<file path="src/rtl/axis_upsizer.sv">
// Narrow-to-wide AXI-Stream packer: C_RATIO input beats become one output word,
// little-endian lane order; tlast (when enabled) flushes a partial word early.

module axis_upsizer_lane #(
  parameter int W    = 8,
  parameter int KW   = 1,
  parameter int IW   = 2,
  parameter int LANE = 0
) (
  input  logic          clk,
  input  logic          rst,
  input  logic [IW-1:0] idx,
  input  logic          acc,
  input  logic          clr,
  input  logic [W-1:0]  din,
  input  logic [KW-1:0] kin,
  output logic [W-1:0]  lane_d,
  output logic [KW-1:0] lane_k
);
  logic          sel;
  logic [W-1:0]  asm_d;
  logic [KW-1:0] asm_k;

  assign sel = (idx == IW'(LANE));

  always_ff @(posedge clk) begin
    if (rst || clr) begin
      asm_d <= '0;
      asm_k <= '0;
    end else if (acc && sel) begin
      asm_d <= din;
      asm_k <= kin;
    end
  end

  // The completing beat bypasses assembly straight into the output word.
  assign lane_d = sel ? din : asm_d;
  assign lane_k = sel ? kin : asm_k;
endmodule

module axis_upsizer #(
  parameter int C_IN_WIDTH = 8,
  parameter int C_RATIO    = 4,
  parameter int C_HAS_LAST = 1
) (
  input  logic                              clk,
  input  logic                              rst,
  input  logic [C_IN_WIDTH-1:0]             s_axis_tdata,
  input  logic [C_IN_WIDTH/8-1:0]           s_axis_tkeep,
  input  logic                              s_axis_tlast,
  input  logic                              s_axis_tvalid,
  output logic                              s_axis_tready,
  output logic [C_IN_WIDTH*C_RATIO-1:0]     m_axis_tdata,
  output logic [C_IN_WIDTH*C_RATIO/8-1:0]   m_axis_tkeep,
  output logic                              m_axis_tlast,
  output logic                              m_axis_tvalid,
  input  logic                              m_axis_tready
);
  localparam int KW = C_IN_WIDTH / 8;
  localparam int IW = $clog2(C_RATIO);
  localparam logic [IW-1:0] LAST_IDX = IW'(C_RATIO - 1);
  localparam bit HAS_LAST = (C_HAS_LAST != 0);

  logic [IW-1:0]                         idx;
  logic                                  acc, frame_end, complete;
  logic [C_RATIO-1:0][C_IN_WIDTH-1:0]    word_d, out_d;
  logic [C_RATIO-1:0][KW-1:0]            word_k, out_k;
  logic                                  out_last, out_vld;

  assign s_axis_tready = ~rst & (~out_vld | m_axis_tready);
  assign acc           = s_axis_tvalid & s_axis_tready;
  assign frame_end     = HAS_LAST & s_axis_tlast;
  assign complete      = acc & ((idx == LAST_IDX) | frame_end);

  for (genvar k = 0; k < C_RATIO; k++) begin : g_lane
    axis_upsizer_lane #(.W(C_IN_WIDTH), .KW(KW), .IW(IW), .LANE(k)) u_lane (
      .clk    (clk),
      .rst    (rst),
      .idx    (idx),
      .acc    (acc),
      .clr    (complete),
      .din    (s_axis_tdata),
      .kin    (s_axis_tkeep),
      .lane_d (word_d[k]),
      .lane_k (word_k[k])
    );
  end

  always_ff @(posedge clk) begin
    if (rst) begin
      idx <= '0;
    end else if (complete) begin
      idx <= '0;
    end else if (acc) begin
      idx <= idx + 1'b1;
    end
  end

  // Reload wins over drain so back-to-back words never insert a bubble.
  always_ff @(posedge clk) begin
    if (rst) begin
      out_d    <= '0;
      out_k    <= '0;
      out_last <= 1'b0;
      out_vld  <= 1'b0;
    end else if (complete) begin
      out_d    <= word_d;
      out_k    <= word_k;
      out_last <= frame_end;
      out_vld  <= 1'b1;
    end else if (m_axis_tready) begin
      out_vld  <= 1'b0;
    end
  end

  assign m_axis_tdata  = out_d;
  assign m_axis_tkeep  = out_k;
  assign m_axis_tlast  = out_last;
  assign m_axis_tvalid = out_vld;
endmodule

</file>
<file path="config.mk">
export PLATFORM = sky130hd
export DESIGN_NAME = axis_upsizer
export DESIGN_NICKNAME = d
export VERILOG_FILES = /design/src/rtl/axis_upsizer.sv
export SDC_FILE = /design/constraint.sdc
export NUM_CORES = 1
export LEC_CHECK = 0
export CAP_MARGIN = 10
export CORE_ASPECT_RATIO = 1.2
export CORE_UTILIZATION = 60
export CTS_BUF_LIST = sky130_fd_sc_hd__clkbuf_2
export CTS_CLUSTER_SIZE = 20
export DETAILED_ROUTE_END_ITERATION = 12
export PLACE_DENSITY = 0.86
export SYNTH_ARGS = -nofsm -noshare
export SYNTH_HDL_FRONTEND = slang
export SYNTH_SLANG_ARGS = --single-unit
</file>
<file path="constraint.sdc">
create_clock -name clk -period 2.77 [get_ports clk]
set_input_delay 0.554 -clock clk [delete_from_list [all_inputs] [get_ports clk]]
set_output_delay 0.554 -clock clk [all_outputs]
set_load 0.05 [all_outputs]
</file>
After elaboration in Yosys (flattened, before gate mapping):

Index checks and enable logic that the tools add are counted.
Widths: inputs -> output; s select.

* bits in registers: 76
* bits of input ports: 14
* logic and storage cells: 48

* add/sub/neg operators: 1
* equal/unequal tests: 3
* mux-type cells: 10
* bitwise logic cells: 7
* reductions and logical operators: 8

Operators with widths (count)
* $mux 8: 4
* $mux 1: 6
* $eq 2x2->1 const B: 2
* $logic_and 1x1->1: 4
* $and 1x1->1: 3
* $add 2x1->2 const B: 1
* $eq 2x1->1 const B: 1
* $logic_not 2->1: 1
* $not 1->1: 2
* $or 1x1->1: 2
* $reduce_bool 2->1: 1
* $reduce_or 2->1: 1
* $logic_or 1x1->1: 1

Depth between registers and ports, before layout:

Gate-level depths: netlist of the first run.

* depth after elaboration: 6
* mapped depth: 7
* mapped depth without buffers: 5

Hierarchy:

A second synthesis of the first run with hierarchy kept.

* cells, all modules: 396
* area total of the unflattened synthesis: 4025.1 µm²

Modules (own cells, without submodules)
* axis_upsizer: times used 1, cells each 186, area each 1657.8 µm², sequential area each 800.8 µm²
* axis_upsizer_lane (g_lane[1].u_lane ...): times used 2, cells each 53, area each 568.0 µm², sequential area each 180.2 µm²
* axis_upsizer_lane (g_lane[3].u_lane): times used 1, cells each 52, area each 633.1 µm², sequential area each 180.2 µm²
* axis_upsizer_lane (g_lane[0].u_lane): times used 1, cells each 52, area each 598.1 µm², sequential area each 180.2 µm²

Least setup slack after synthesis of the first run:

OpenSTA, ideal clock, no wires.

* path type: input port to output port
* start: input rst
* end: output s_axis_tready
* arrival: 1.735 ns
* required time: 2.216 ns
* slack: 0.481 ns
* stages on the path: 4
* path buffers: 3
* cell sequence: buf_4 > buf_2 > buf_2 > nor2_1

* longest elaborated chain between the ends: 2

RTL lines
* start, declared: RTL line 47 `input logic rst,`
* $not 1->1: RTL line 70 `assign s_axis_tready = ~rst & (~out_vld | m_axis_tready);`
* $and 1x1->1: RTL line 70
* end, declared: RTL line 52 `output logic s_axis_tready,`

Every way passes these cells.

Worst setup path in the final report of the first run:

* start: register out_vld (netlist: m_axis_tvalid)
* end: output m_axis_tvalid

RTL lines
* start, declared: RTL line 68 `logic out_last, out_vld;`
* start signal, assigned: RTL line 105 `out_vld <= 1'b0;`
* start signal, assigned: RTL line 110 `out_vld <= 1'b1;`
* start signal, assigned: RTL line 112 `out_vld <= 1'b0;`
* end, declared: RTL line 56 `output logic m_axis_tvalid,`

No word-level cell between the ends.

==> qor.txt, run 1 <==
Status: finished clean
Post-detailed-route DRC marker count: 0
Hold Vio Cnt, Final: 0
Top FF cell, synth: dfxtp_1
# H-tree levels: 3
Distinct cells, synth: 28
Via Count: 3128
Synth Instances: 351
PwrDens: 528 nW/um2
Worst hold slack: 481 ps
Worst R2R Path Depth: 6
Synth top area share: 42.5%
Drt first pass iters: 5
Boundary Pins: 53
Worst-margin pin slew: 688 ps
Number of synthesized flops with an enable pin: 0
Core Area: 5710 um2
Mapped Nets: 369
Relative slew margins: 53.9%
FMAX: 437 MHz
Register-to-register setup slack: 640 ps
# hold bufs at CTS: 0
Fin. max-slew vios: 0
Initial antenna violation count: 0
DP Wirelength: 6.18 mm
Synthesized area per cell: 10.2 um2
Arr. time, crit path: 1740 ps
Vias per cell: 6.61
Gr ovfl total: 0
Layout cells sized above 1: 18.1%
Seq pwr share: 51.4%
Synthesized flop and latch total: 76
Cell Rows: 30
Clock sinks: 76
Root buffer cell: clkbuf_2
First-pass GRT wire length: 15.2 mm
Setup violators final: 0
Switch share: 30.4%
Tot GR Track Use: 31.7%
Setup TNS: 0 ps
Gate power share: 18.5%
# port buffers: 52
Worst path cell trace: clkdlybuf4s50_1
Final wirelength: 9.51 mm
Ys Warns: 0
Final instance area: 4230 um2
RSZ-0062 raised after global routing: no
Most frequent cells after synthesis: 76 x dfxtp_1, 36 x a31oi_1, 36 x mux2i_1
Min Tclk post-route: 2290 ps
Num CTS Buffers: 9
Switching pwr: 0.000680 W
WL/cell: 20.1 um
Crit-path leading delay family: buffers and inverters
Vias in the first global route: 2926
Synth-to-Final Area Change: 18.2%
CTS tree: built
GP Congestion: 0.850
Max-cap violations: 0
Worst Clk Skew: 23.9 ps
Detailed Route Iter0 Violations: 283
Layout Nets: 406
Fraction of registers with async set/reset: 0%
Clock transition at the registers of the reported paths: 210 ps
Critical Path Fanout Max: 3
Dpl cell area: 4110 um2
Synth top area cells: dfxtp_1 42%, a211oi_2 10%, mux2i_1 10%, a31oi_1 6.3%, o31ai_1 5.9%
Worst reg2reg path startpoint: idx[0]$_SDFFE_PP0N_
Slowest stage delay, CP: 810 ps
Antenna diodes: 0
Pin count of the biggest net entering global routing: 41
Clk buf depth: 2
Post-CTS setup buffers: 0
Worst setup SP type: register
CP Capture Type: primary output
CP required: 2220 ps
WHS Path Cells: 2
Worst VDD drop: 0.345 mV
Post-Syn Area: 3580 um2
Die Y: 86.6 um
Leak: 1.34 nW
Internal Power: 0.00156 W
Die width: 72.5 um
Fin crit share: 82.6%
Top-count cell post-synth: dfxtp_1
Hold endpoint: g_lane[2].u_lane.asm_d[5]$_SDFFE_PP0P_
Min-Delay Path Class: register to register
Crit path from: m_axis_tvalid$_SDFFE_PP0P_
Crit-path slowest cell: clkdlybuf4s50_1
Clock power frac: 30.0%
CTS resizes: 0
Hold path startpoint: g_lane[2].u_lane.asm_d[5]$_SDFFE_PP0P_
Starting Density: 62.8%
WP buf/inv: 1
Clk Latency, worst-skew pair: 520 ps
Die Area: 6280 um2
R2r endpoint: m_axis_tkeep[1]$_SDFFE_PP0P_
CP Class: register to primary output
Seq/Total Area, Yosys: 42.5%
Yosys top cell by area: dfxtp_1
Post-route ant nets: 0
==> power groups by stage <==
stage	combinational (W)	clock, W	sequential, W
floorplan	0.000187	0	0.00126
finish	0.000415	0.000672	0.00115
CTS	0.000411	0.000670	0.00115
detailed placement	0.000410	0	0.00117
global placement	0.000402	0	0.00117
global route	0.000435	0.000720	0.00115
==> metrics by stage <==
| stage | power, W | worst slack, ps | cells | utilization [%] |
|---|---|---|---|---|
| floorplan | 0.00145 | 481 | 351 | - |
| global placement | 0.00157 | 458 | 457 | 72.0 |
| detailed placement | 0.00158 | 394 | 457 | 72.0 |
| CTS | 0.00223 | 465 | 473 | 74.2 |
| global route | 0.00231 | 437 | 473 | 74.2 |
| finish | 0.00224 | 481 | 473 | 74.2 |
==> placed cells by master, fill, tap and decap left out, types with 6 or more instances in the layout <==
cell             synthesis  final
a211oi_1                 6      6
a211oi_2                30     30
a21oi_1                 31     31
a31oi_1                 36     36
buf_4                    9     20
clkbuf_2                 1      9
clkdlybuf4s50_1          0     50
clkinv_1                 3      6
dfxtp_1                 76     76
mux2i_1                 36     36
nand4_1                 27     27
o21a_1                   9      9
o31ai_1                 28     28
==> worst max-delay path by stage <==
stage / end / cells past startpoint / slack [ps]
2_1_floorplan: s_axis_tready / 4 / 480
5_1_grt: m_axis_tdata[3] / 1 / 440
6_report: m_axis_tvalid / 1 / 480
3_5_place_dp: m_axis_tdata[27]$_SDFFE_PP0P_ / 5 / 390
4_1_cts: m_axis_tvalid / 1 / 470
3_3_place_gp: m_axis_tdata[5]$_SDFFE_PP0P_ / 5 / 460
==> cell families after synthesis <==
logic type | Yosys count | share of synthesized area [%]
AOI/OAI and AO/OA | 144 | 31.2
muxes | 36 | 10.1
DFF | 76 | 42.5
adders and majority gates | 4 | 1.40
and+or+nand+nor | 39 | 6.81
buffers and inverters | 52 | 8.00
==> flip-flops by register name, indices dropped and copies added (netlist names) <==
| signal | count |
|---|---|
| m_axis_tkeep | 4 |
| m_axis_tlast | 1 |
| g_lane.u_lane.asm_k | 4 |
| g_lane.u_lane.asm_d | 32 |
| idx | 2 |
| m_axis_tdata | 32 |
| m_axis_tvalid | 1 |
==> layer usage <==
metal / track usage, % / part of all wire [%] / wire length [um]
met2: 50.8 / 50 / 4760
met4: 15.3 / 3.0 / 284
met3: 5.70 / 5.0 / 473
met5: 0 / 0 / 0
met1: 41.2 / 42 / 3990
==> final cells by class <==
type	count	area (um2)
clock inverters	7	81.3
fillers	419	1470
inverters	6	22.5
flip-flops and latches	76	1520
multi-input cells	223	1790
well taps	80	100
clock buffers	9	45.0
repair buffers	72	676
No activity file was read; power rests on OpenSTA's default activity.
==> run 2, diff against run 1 <==
--- a/config.mk
+++ b/config.mk
@@ -7,11 +7,11 @@
 export LEC_CHECK = 0
 export CAP_MARGIN = 10
 export CORE_ASPECT_RATIO = 1.2
-export CORE_UTILIZATION = 60
+export CORE_UTILIZATION = 51
 export CTS_BUF_LIST = sky130_fd_sc_hd__clkbuf_2
 export CTS_CLUSTER_SIZE = 20
 export DETAILED_ROUTE_END_ITERATION = 12
-export PLACE_DENSITY = 0.86
+export PLACE_DENSITY = 0.78
 export SYNTH_ARGS = -nofsm -noshare
 export SYNTH_HDL_FRONTEND = slang
 export SYNTH_SLANG_ARGS = --single-unit
==> constraint.sdc (replaced) <==
create_clock -name clk -period 1.9 [get_ports clk]
set_input_delay 0.38 -clock clk [delete_from_list [all_inputs] [get_ports clk]]
set_output_delay 0.38 -clock clk [all_outputs]
set_load 0.05 [all_outputs]
==> qor.txt, run 2 (synthesis results as in run 1) <==
R2r endpoint: g_lane[1].u_lane.asm_d[7]$_SDFFE_PP0P_ (was m_axis_tkeep[1]$_SDFFE_PP0P_)
Setup TNS: 0 ps (unchanged)
Drt first pass iters: 4 (was 5)
Post-detailed-route DRC marker count: 0 (unchanged)
Worst reg2reg path startpoint: idx[1]$_SDFFE_PP0N_ (was idx[0]$_SDFFE_PP0N_)
Initial antenna violation count: 0 (unchanged)
Status: finished clean (unchanged)
Layout Nets: 416 (was 406)
Die Area: 7360 um2 (was 6280 um2)
DP Wirelength: 6.04 mm (was 6.18 mm)
Worst VDD drop: 0.386 mV (was 0.345 mV)
Hold path startpoint: rst (was g_lane[2].u_lane.asm_d[5]$_SDFFE_PP0P_)
CP Class: register to primary output (unchanged)
FMAX: 560 MHz
Core Area: 6810 um2 (was 5710 um2)
# hold bufs at CTS: 0 (unchanged)
CP required: 1520 ps (was 2220 ps)
Detailed Route Iter0 Violations: 343 (was 283)
Fill count: 579 (was 419)
# H-tree levels: 3 (unchanged)
Leak: 1.49 nW (was 1.34 nW)
DP Worst Slack: 28.1 ps (was 394 ps)
Min Tclk post-route: 1790 ps
Relative slew margins: 67.4% (was 53.9%)
Final wirelength: 9.15 mm (was 9.51 mm)
CTS tree: built (unchanged)
Layout cells sized above 1: 26.8% (was 18.1%)
Worst-margin pin slew: 492 ps (was 688 ps)
Fin crit share: 94.0%
Post-CTS setup buffers: 0 (unchanged)
Boundary Pins: 53 (unchanged)
Via Count: 3070 (was 3128)
Hold Vio Cnt, Final: 0 (unchanged)
Clock transition at the registers of the reported paths: 220 ps (was 210 ps)
Max-cap violations: 0 (unchanged)
Arr. time, crit path: 1410 ps (was 1740 ps)
Crit-path slowest cell: dlygate4sd2_1 (was clkdlybuf4s50_1)
CP Capture Type: primary output (unchanged)
Clk buf depth: 2 (unchanged)
Worst R2R Path Depth: 5 (was 6)
First-pass GRT wire length: 14.8 mm (was 15.2 mm)
Commonest non-fill, non-tap cell in the layout: dfxtp_1 (unchanged)
Root buffer cell: clkbuf_2 (unchanged)
Num CTS Buffers: 9 (unchanged)
Commonest non-fill, non-tap cells in the layout: 76 x dfxtp_1, 54 x buf_4, 36 x mux2i_1, 36 x a31oi_1, 31 x a21oi_1 (was 76 x dfxtp_1, 50 x clkdlybuf4s50_1, 36 x mux2i_1, 36 x a31oi_1, 31 x a21oi_1)
Min-Delay Path Class: primary input to register (was register to register)
Clock sinks: 76 (unchanged)
GP Congestion: 0.884 (was 0.850)
Setup violators final: 0 (unchanged)
Post-route ant nets: 0 (unchanged)
WHS Path Cells: 2 (unchanged)
Tot GR Track Use: 26.0% (was 31.7%)
Worst setup SP type: register (unchanged)
RSZ-0062 raised after global routing: no (unchanged)
WL/cell: 18.6 um (was 20.1 um)
Fin. max-slew vios: 0 (unchanged)
WP buf/inv: 1 (unchanged)
Starting Density: 52.6% (was 62.8%)
Crit-path leading delay family: buffers and inverters (unchanged)
Vias per cell: 6.25 (was 6.61)
Synth-to-Final Area Change: 18.8% (was 18.2%)
Gr ovfl total: 0 (unchanged)
Worst path cell trace: dlygate4sd2_1 (was clkdlybuf4s50_1)
Pin count of the biggest net entering global routing: 45 (was 41)
Die Y: 93.8 um (was 86.6 um)
CTS resizes: 11 (was 0)
Final core utilization: 62.4% (was 74.2%)
Die width: 78.5 um (was 72.5 um)
Vias in the first global route: 2883 (was 2926)
Critical Path Fanout Max: 2 (was 3)
# port buffers: 52 (unchanged)
Register-to-register setup slack: 280 ps (was 640 ps)
Cell Rows: 33 (was 30)
Clk Latency, worst-skew pair: 500 ps (was 520 ps)
Final worst setup slack: 114 ps (was 481 ps)
PwrDens: 734 nW/um2 (was 528 nW/um2)
Slowest stage delay, CP: 530 ps (was 810 ps)
Hold endpoint: m_axis_tvalid$_SDFFE_PP0P_ (was g_lane[2].u_lane.asm_d[5]$_SDFFE_PP0P_)
Worst Clk Skew: 24.9 ps (was 23.9 ps)
[run 2: cell types whose count changed in the layout (fill, tap and decap cells not counted)]
cell	delta
buf_12	+3
nor2_2	+1
bufinv_16	-1
clkdlybuf4s50_1	-38
buf_4	+34
dlygate4sd2_1	+11
clkinv_2	-2
diode_2	+1
inv_6	+1
nor2_1	-1
clkbuf_2	+1
clkinv_1	+1
[run 2: report_power, final]
part	switching, W	internal, W
clock network	0.000546	0.000298
logic	0.000400	0.000202
registers	0.0000281	0.00165
[run 2: area by class of cell]
type / count / area (um2) / area share, %
multi-input combinational: 223 / 1790 / 42.0
sequential: 76 / 1520 / 35.8
timing repair buffer: 82 / 707 / 16.6
tap: 87 / 109 / 2.56
clock inverter: 6 / 53.8 / 1.26
clock buffer: 10 / 50.0 / 1.18
inverter: 6 / 22.5 / 0.529
antenna: 1 / 2.50 / 0.0588
[run 2: layer usage]
metal  GRT usage (%)  part of all wire, %
met2            40.8                   48
met5               0                    0
met1            35.2                   44
met3            2.72                  5.4
met4            13.9                  2.9
[run 2: how the worst max path moves through the flow]
stage / startpoint / end / cells after the start
finish: m_axis_tdata[19]$_SDFFE_PP0P_ / m_axis_tdata[19] / 1
global route: m_axis_tvalid$_SDFFE_PP0P_ / s_axis_tready / 3
CTS: m_axis_tdata[19]$_SDFFE_PP0P_ / m_axis_tdata[19] / 1
detailed placement: s_axis_tlast / m_axis_tdata[19]$_SDFFE_PP0P_ / 5
global placement: s_axis_tlast / m_axis_tdata[27]$_SDFFE_PP0P_ / 5
floorplan: m_axis_tvalid$_SDFFE_PP0P_ / s_axis_tready / 4
[run 2: through the flow]
stage | std cells | hold slack [ps] | total power, W | instance area [um2]
after floorplan | 351 | 440 | 0.00211 | 3580
after global placement | 474 | 445 | 0.00230 | 4160
after detailed placement | 474 | 452 | 0.00231 | 4160
after CTS | 490 | 214 | 0.00314 | 4250
after global routing | 490 | 237 | 0.00324 | 4250
final | 491 | 237 | 0.00312 | 4250
